$ cat config.mk
export PLATFORM = sky130hd
export DESIGN_NAME = mbinit_step_engine
export DESIGN_NICKNAME = d
export VERILOG_FILES = /design/src/rtl/mbinit_step_engine.sv
export SDC_FILE = /design/constraint.sdc
export NUM_CORES = 1
export LEC_CHECK = 0
export BUFFER_PORTS_ARGS = -buffer_cell sky130_fd_sc_hd__buf_2
export CAP_MARGIN = 20
export CORE_ASPECT_RATIO = 0.8
export CORE_MARGIN = 3
export CORE_UTILIZATION = 50
export DETAILED_ROUTE_END_ITERATION = 16
export GPL_TIMING_DRIVEN = 1
export MAX_ROUTING_LAYER = met4
export PLACE_DENSITY = 0.77
export SYNTH_ARGS = -nofsm -noshare
export SYNTH_HDL_FRONTEND = slang
export SYNTH_SLANG_ARGS = --single-unit
$ cat constraint.sdc
create_clock -name CLK -period 2.35 [get_ports CLK]
set_input_delay 0.47 -clock CLK [delete_from_list [all_inputs] [get_ports CLK]]
set_output_delay 0.47 -clock CLK [all_outputs]
set_load 0.01 [all_outputs]
$ cat src/rtl/mbinit_step_engine.sv
`default_nettype none
// ============================================================================
// mbinit_step_engine : MBINIT step handshake, local (module) and remote
// (partner) sideband FSMs sharing one transmitter.
// Optional feature macro: MBINIT_STEP_TIMEOUT_EN (wait-state timeouts).
// Rev 1.0
// ============================================================================
module mbinit_step_engine #(
   parameter int NUM_LANES      = 16,
   parameter int MAX_RETRY      = 3,
   parameter int TIMEOUT_CYCLES = 8000
) (
   input  logic                 CLK,
   input  logic                 rst_n,
   input  logic                 i_start,
   input  logic [3:0]           i_Rx_SbMessage,
   input  logic                 i_msg_valid,
   input  logic [NUM_LANES-1:0] i_rx_result,
   input  logic                 i_falling_edge_busy,
   input  logic                 i_pattern_done,
   input  logic [NUM_LANES-1:0] i_det_result,
   input  logic                 i_det_valid,
   output logic [3:0]           o_TX_SbMessage,
   output logic [NUM_LANES-1:0] o_tx_result,
   output logic                 o_ValidOutDatat,
   output logic                 o_Pattern_En,
   output logic                 o_step_end,
   output logic                 o_train_error_req
);
   localparam logic [3:0] INIT_REQ    = 4'd1;
   localparam logic [3:0] INIT_RESP   = 4'd2;
   localparam logic [3:0] RESULT_REQ  = 4'd3;
   localparam logic [3:0] RESULT_RESP = 4'd4;
   localparam logic [3:0] DONE_REQ    = 4'd5;
   localparam logic [3:0] DONE_RESP   = 4'd6;
   localparam int         RW          = $clog2(MAX_RETRY + 2);

   typedef enum logic [3:0] {
      M_IDLE, M_SEND_INIT, M_WAIT_INIT_RESP, M_PATTERN, M_SEND_RESULT_REQ,
      M_WAIT_RESULT_RESP, M_EVAL, M_SEND_DONE, M_WAIT_DONE_RESP, M_DONE, M_ERROR
   } m_state_t;

   typedef enum logic [3:0] {
      P_IDLE, P_WAIT_INIT_REQ, P_SEND_INIT_RESP, P_WAIT_RESULT_REQ, P_WAIT_DET,
      P_SEND_RESULT_RESP, P_WAIT_DONE_REQ, P_SEND_DONE_RESP, P_DONE
   } p_state_t;

   m_state_t             m_state, m_next;
   p_state_t             p_state, p_next;
   logic [RW-1:0]        retry_cnt;
   logic [NUM_LANES-1:0] rx_res;
   logic                 m_send, p_send, error, timeout, eval_pass;
   logic                 hit_init_req, hit_init_resp, hit_result_req;
   logic                 hit_result_resp, hit_done_req, hit_done_resp;

   assign hit_init_req    = i_msg_valid && (i_Rx_SbMessage == INIT_REQ);
   assign hit_init_resp   = i_msg_valid && (i_Rx_SbMessage == INIT_RESP);
   assign hit_result_req  = i_msg_valid && (i_Rx_SbMessage == RESULT_REQ);
   assign hit_result_resp = i_msg_valid && (i_Rx_SbMessage == RESULT_RESP);
   assign hit_done_req    = i_msg_valid && (i_Rx_SbMessage == DONE_REQ);
   assign hit_done_resp   = i_msg_valid && (i_Rx_SbMessage == DONE_RESP);

   assign m_send    = (m_state == M_SEND_INIT) || (m_state == M_SEND_RESULT_REQ) ||
                      (m_state == M_SEND_DONE);
   assign p_send    = (p_state == P_SEND_INIT_RESP) || (p_state == P_SEND_RESULT_RESP) ||
                      (p_state == P_SEND_DONE_RESP);
   assign error     = (m_state == M_ERROR);
   assign eval_pass = &rx_res;

   always_ff @(posedge CLK or negedge rst_n) begin
      if (!rst_n) begin
         m_state     <= M_IDLE;
         p_state     <= P_IDLE;
         retry_cnt   <= '0;
         rx_res      <= '0;
         o_tx_result <= '0;
      end else begin
         m_state <= m_next;
         p_state <= p_next;
         if (m_state == M_EVAL && !eval_pass && retry_cnt != RW'(MAX_RETRY))
            retry_cnt <= retry_cnt + 1'b1;
         if (m_state == M_WAIT_RESULT_RESP && hit_result_resp)
            rx_res <= i_rx_result;
         if (p_state == P_WAIT_DET && i_det_valid && !error)
            o_tx_result <= i_det_result;
      end
   end

   // The module side may only finish a send while the partner is not holding the transmitter.
   always_comb begin
      m_next = m_state;
      case (m_state)
         M_IDLE:             if (i_start) m_next = M_SEND_INIT;
         M_SEND_INIT:        if (!p_send && i_falling_edge_busy) m_next = M_WAIT_INIT_RESP;
         M_WAIT_INIT_RESP:   if (hit_init_resp) m_next = M_PATTERN;
         M_PATTERN:          if (i_pattern_done) m_next = M_SEND_RESULT_REQ;
         M_SEND_RESULT_REQ:  if (!p_send && i_falling_edge_busy) m_next = M_WAIT_RESULT_RESP;
         M_WAIT_RESULT_RESP: if (hit_result_resp) m_next = M_EVAL;
         M_EVAL: begin
            if (eval_pass)                         m_next = M_SEND_DONE;
            else if (retry_cnt == RW'(MAX_RETRY))  m_next = M_ERROR;
            else                                   m_next = M_PATTERN;
         end
         M_SEND_DONE:        if (!p_send && i_falling_edge_busy) m_next = M_WAIT_DONE_RESP;
         M_WAIT_DONE_RESP:   if (hit_done_resp) m_next = M_DONE;
         default:            ;
      endcase
      if (timeout && !error)
         m_next = M_ERROR;
   end

   always_comb begin
      p_next = p_state;
      if (!error) begin
         case (p_state)
            P_IDLE:             if (i_start) p_next = P_WAIT_INIT_REQ;
            P_WAIT_INIT_REQ:    if (hit_init_req) p_next = P_SEND_INIT_RESP;
            P_SEND_INIT_RESP:   if (i_falling_edge_busy) p_next = P_WAIT_RESULT_REQ;
            P_WAIT_RESULT_REQ: begin
               if (hit_result_req)    p_next = P_WAIT_DET;
               else if (hit_done_req) p_next = P_SEND_DONE_RESP;
            end
            P_WAIT_DET:         if (i_det_valid) p_next = P_SEND_RESULT_RESP;
            P_SEND_RESULT_RESP: if (i_falling_edge_busy)
                                   p_next = (&o_tx_result) ? P_WAIT_DONE_REQ : P_WAIT_RESULT_REQ;
            P_WAIT_DONE_REQ:    if (hit_done_req) p_next = P_SEND_DONE_RESP;
            P_SEND_DONE_RESP:   if (i_falling_edge_busy) p_next = P_DONE;
            default:            ;
         endcase
      end
   end

   always_comb begin
      o_ValidOutDatat = 1'b0;
      o_TX_SbMessage  = 4'd0;
      if (!error) begin
         if (p_send) begin
            o_ValidOutDatat = 1'b1;
            case (p_state)
               P_SEND_INIT_RESP:   o_TX_SbMessage = INIT_RESP;
               P_SEND_RESULT_RESP: o_TX_SbMessage = RESULT_RESP;
               default:            o_TX_SbMessage = DONE_RESP;
            endcase
         end else if (m_send) begin
            o_ValidOutDatat = 1'b1;
            case (m_state)
               M_SEND_INIT:       o_TX_SbMessage = INIT_REQ;
               M_SEND_RESULT_REQ: o_TX_SbMessage = RESULT_REQ;
               default:           o_TX_SbMessage = DONE_REQ;
            endcase
         end
      end
   end

   assign o_Pattern_En      = (m_state == M_PATTERN);
   assign o_step_end        = (m_state == M_DONE) && (p_state == P_DONE);
   assign o_train_error_req = error;

`ifdef MBINIT_STEP_TIMEOUT_EN
   localparam int TW = $clog2(TIMEOUT_CYCLES + 1);

   logic [TW-1:0] m_to_cnt, p_to_cnt;
   logic          m_wait, p_wait;

   assign m_wait = (m_state == M_WAIT_INIT_RESP) || (m_state == M_WAIT_RESULT_RESP) ||
                   (m_state == M_WAIT_DONE_RESP);
   assign p_wait = (p_state == P_WAIT_INIT_REQ) || (p_state == P_WAIT_RESULT_REQ) ||
                   (p_state == P_WAIT_DET) || (p_state == P_WAIT_DONE_REQ);

   // A state change zeroes the count, so each wait starts from 0 on entry.
   always_ff @(posedge CLK or negedge rst_n) begin
      if (!rst_n) begin
         m_to_cnt <= '0;
         p_to_cnt <= '0;
      end else begin
         m_to_cnt <= (m_wait && m_next == m_state) ? m_to_cnt + 1'b1 : '0;
         p_to_cnt <= (p_wait && p_next == p_state) ? p_to_cnt + 1'b1 : '0;
      end
   end

   assign timeout = (m_wait && m_to_cnt == TW'(TIMEOUT_CYCLES - 1)) ||
                    (p_wait && p_to_cnt == TW'(TIMEOUT_CYCLES - 1));
`else
   // Waits are unbounded here; the parameter stays on the interface for both builds.
   assign timeout = (TIMEOUT_CYCLES < 0);
`endif

endmodule
`default_nettype wire

Word-level counts from Yosys, hierarchy flattened
Cells that the tools add are included.

Bits in registers: 43. Bits of input ports: 43. Output and inout port bits: 24. Logic and storage cells: 103.

$add $sub $neg: 1. Equality and inequality tests: 40. Multiplexer cells: 28. Bitwise logic cells: 1. Reduce and logical (&&, ||, !) cells: 28.

Operator list (number): 2-to-1 mux 4 bit (19); equality test 4 x 3 -> 1 bit (second input constant) (11); case mux 4 bit (9 select lines) (1); case mux 4 bit (8 select lines) (1); AND reduction 16 bit (2); equality test 4 x 2 -> 1 bit (second input constant) (6); inequality test 2 bit (second input constant) (11); equality test 4 bit (second input constant) (4); logical AND 1 bit (13); equality test 4 x 1 -> 1 bit (second input constant) (3); case mux 3 bit (2 select lines) (2); AND reduction 9 bit (1); nonzero test 9 bit (1); zero test 4 bit (2); AND reduction 8 bit (1); nonzero test 8 bit (1); 2-to-1 mux 3 bit (2); inequality test 2 x 1 -> 1 bit (second input constant) (3); logical OR 1 bit (4); adder 3 x 1 -> 3 bit (second input constant) (1); equality test 3 x 2 -> 1 bit (second input constant) (1); zero test 1 bit (3); 2-to-1 mux 1 bit (3); inequality test 3 x 2 -> 1 bit (second input constant) (1); inverter 1 bit (1).

Longest topological paths before layout
Word-level depth: 7. Gate-level depth with buffers: 7. Depth with buffers taken out: 6.

Worst setup path after synthesis
OpenSTA, ideal clock, no wires.

Kind: input port to flip-flop. Start point: input port i_Rx_SbMessage[0]. End point: register m_state[0]. Data arrival time: 1965 ps. Data required time: 2225 ps. Slack: 260 ps. Cell stages on the path: 5. Path through: nor3b_1 -> nand2_1 -> a32o_1 -> or4_4 -> mux2_4.

Cells in the longest elaborated chain, start to end: 4.

Ends and longest elaborated chain: start: declaration (RTL line 16) `input logic [3:0] i_Rx_SbMessage,`; equality test 4 x 3 -> 1 bit (tied with other cells) (RTL line 61) `assign hit_done_resp = i_msg_valid && (i_Rx_SbMessage == DONE_RESP);`; logical AND 1 bit (on tied branches) (RTL line 61, 57, 59); inequality test 2 bit (no line); AND reduction 9 bit (no line) *; end signal: assignment (RTL line 78) `m_state <= m_next;`; end: declaration (RTL line 48) `m_state_t m_state, m_next;`.

Every way passes the cells marked *; elsewhere a longest branch is shown, timed or not. A chain may end at the register's enable or synchronous reset.

Worst setup path in the final report
Start point: register m_state[2]. End point: register m_state[3].

Cells in the longest elaborated chain, start to end: 3.

Ends and longest elaborated chain: equality test 4 x 2 -> 1 bit (tied with other cells) (RTL line 92) `case (m_state)`; nonzero test 9 bit (no line) (tied with other cells); AND reduction 9 bit (no line).

Parallel ways exist; a longest one is shown, timed or not.

==> results_dict.tcl <==
set metrics [dict create \
    skew_ns 0.0103 \
    ys_ff_latch 43 \
    placed_cell_area_um2 2710 \
    dr.pass1.iters 4 \
    seqPwrFrac_pct 41.1 \
    synth_enable_flop_cells 0 \
    rows 21 \
    route.met2.wl_um 2220 \
    wl_per_cell_um 14.9 \
    hold_path_class "primary input to asynchronous set/reset pin" \
    ant_nets 0 \
    rsz0062_at_grt "yes" \
    power.share.clock_pct 21.5 \
    gp_congestion 0.922 \
    grt_overflow_total 0 \
    fmax_mhz 435 \
    dpl.hpwl_um 3740 \
    synth_top_area_share_pct 46.7 \
    final_nets 325 \
    wirelength_met1_um 2350 \
    tns_ns 0 \
    setup_ws_ns 0.0528 \
    synthTopCellsByArea "dfrtp_1, mux2_1, mux2_2" \
    switching_power_uw 752 \
    first_iter_violations 129 \
    maxSlewViolCount 0 \
    clockBufferDepth 2 \
    syn-num-nets 250 \
    status "finished, final reports clean" \
    crit_arrival_ns 2.49 \
    vdd_drop_max_mv 0.446 \
    grt_max_degree 44 \
    top_layer "met4" \
    core_um2 4310 \
    drive_gt1_share_pct 39.1 \
    die_h_um 66.7 \
    nFillCells 343 \
    r2r-start "m_state[2]" \
    pwr-share-comb_pct 37.4 \
    min_period_ns 2.30 \
    clock-sinks 43 \
    r2r_slack_ns 0.05 \
    clk_latency_ns 0.31 \
    grt_pass1_vias 1713 \
    synthToLayoutAreaGrowth_pct 24.3 \
    seq_area_frac_synth_pct 46.7 \
    track_usage_pct 20.3 \
    seq_area_um2 1080 \
    final_util_pct 66.4 \
    cp-end-kind "flip-flop" \
    setup_violations 0 \
    startpoint "m_state[2]" \
    drv_cap 0 \
    synthDistinctLibCells 54 \
    route.met3.wl_um 423 \
    p_sw_share_pct 32.5 \
    grt_pass1_wl_um 8200 \
    leakage_uw 0.00147 \
    tightest_slew_ns 0.697 \
    pwr_density_cell_nw_per_um2 807 \
    netlist_area_um2 2300 \
    totalWireLength_um 5040 \
    synth_flop_cell "dfrtp_1" \
    slew_headroom_pct 53.1 \
    p_int_uw 1560 \
    port_buffers 65 \
    htree_levels 2 \
    syn_inst 205 \
    n_antenna_cell 0 \
    drc_errors 0 \
    period_share_pct 97.8 \
    hold_viol 0 \
    cp_max_fo 6 \
    critPathLaunchType "flip-flop" \
    start_util_pct 53.4 \
    crit_path_end "m_state[3]" \
    antenna_found_initial 0 \
    die_w_um 81.9 \
    synth_top_area_cell "dfrtp_1" \
    cts_tree "yes" \
    final_area_um2 2860 \
    avgViaCountPerCell 5.62 \
    dieArea_um2 5460 \
    reg2reg_depth 6 \
    num_io_pins 67 \
    multi_input_area_um2 1140 \
    cts_hold_buf 0 \
    required_ns 2.54 \
    numCtsBuffers 5 \
    clk_pin_slew_ns 0.09 \
    r2r-end "m_state[3]" \
    avgSynthCellArea_um2 11.2 \
    setup.worst_path.class "flip-flop to flip-flop" \
    yosys_warnings 0 \
    async_reset_ff_share_pct 100 \
    cts-root-buf "clkbuf_8" \
    dr_total_vias 1901 \
    pre_cts_slack_ns 0.109 \
]
## metrics by stage
| stage | instances | hold slack, ns | power (µW) |
|---|---|---|---|
| floorplan | 205 | 0.174 | 1520 |
| global placement | 325 | 0.463 | 1730 |
| detailed placement | 325 | 0.482 | 1760 |
| CTS | 334 | 0.233 | 2260 |
| global route | 338 | 0.267 | 2470 |
| finish | 338 | 0.202 | 2310 |
## cells in the mapped netlist (2+ instances only)
cell type	count
dfrtp_1	43
mux2_1	27
nand4_1	9
nor2_1	9
a21oi_1	7
inv_1	7
mux2_2	6
or3_1	6
buf_2	5
clkbuf_1	5
nand2_1	5
nand2b_1	5
nand3_1	5
nor2b_1	5
mux2_4	3
nor4b_1	3
o21ai_0	3
o21ai_1	3
or4_1	3
xnor2_1	3
a311o_1	2
a31oi_1	2
buf_6	2
ha_1	2
nand3b_1	2
nor3_1	2
nor3b_1	2
o21bai_1	2
o22ai_1	2
## metal layers
| metal | GRT usage (%) | vias up |
|---|---|---|
| met3 | 5.27 | 5 |
| met1 | 27.5 | 914 |
| li1 | - | 911 |
| met4 | 7.47 | 0 |
| met2 | 29.4 | 71 |
| met5 | - | - |
## registers in the layout (all words and copies together), names as in the netlist
name,count
retry_cnt,3
m_state,4
o_tx_result,16
p_state,4
rx_res,16
## power groups by stage
stage	clock [µW]	sequential [µW]	combinational [µW]
2_1_floorplan	0	919	603
4_1_cts	512	954	796
3_3_place_gp	0	965	764
6_report	497	950	864
5_1_grt	547	969	954
3_5_place_dp	0	971	784
## repair_timing
action | 4_1_cts | 5_1_grt
resized for setup | 2 | 8
pin swaps | 0 | 1
setup buffers | 1 | 4
setup endpoints to repair | 2 | 3
## worst min path at each step
stage                      start           end  slack [ns]  depth (start not counted)
global route               rst_n    p_state[3]        0.27                          2
detailed placement  retry_cnt[0]  retry_cnt[0]        0.48                          1
global placement    retry_cnt[0]  retry_cnt[0]        0.46                          1
finish                     rst_n    p_state[3]        0.20                          2
floorplan                  rst_n    m_state[0]        0.17                          0
CTS                        rst_n    p_state[0]        0.23                          2
## kinds of logic after synthesis
family                   after synthesis  share of synthesized area (%)
adder cells (fa/ha/maj)                2                           1.09
buffers and inverters                 20                           4.35
other                                  1                          0.163
multiplexers                          36                           18.1
AO/OA/AOI/OAI                         33                           9.89
AND/OR/NAND/NOR                       66                           18.2
XOR/XNOR                               4                           1.52
flip-flops                            43                           46.7
## area by class of cell
class / count / share of cell area [%]
flip-flops and latches: 43 / 37.8
clock inverters: 2 / 0.568
clock buffers: 6 / 2.88
inverters: 7 / 0.918
repair buffers: 81 / 15.5
multi-input cells: 142 / 39.9
well taps: 57 / 2.49
## placed cells by master (no fill, tap or decap), drive strengths merged, types with 3 or more instances in the layout
master  synthesis  layout
xnor2           3       3
mux2           36      36
dfrtp          43      43
or3             6       6
buf             8      80
nand3           5       5
nor2b           5       5
nor2            9       9
nor4b           3       3
nand4           9       9
nand2b          5       5
o21ai           6       6
a21oi           7       7
inv             7       7
clkbuf          5       7
nand2           5       5
or4             4       4
## critical path, stage by stage, from the launching register on
cell,delay (ns)
dfrtp_2,0.44
clkbuf_2,0.15
buf_4,0.14
or3_1,0.36
a32o_1,0.22
or4_4,0.56
mux2_4,0.31
Power figures use the tool's default switching activity.
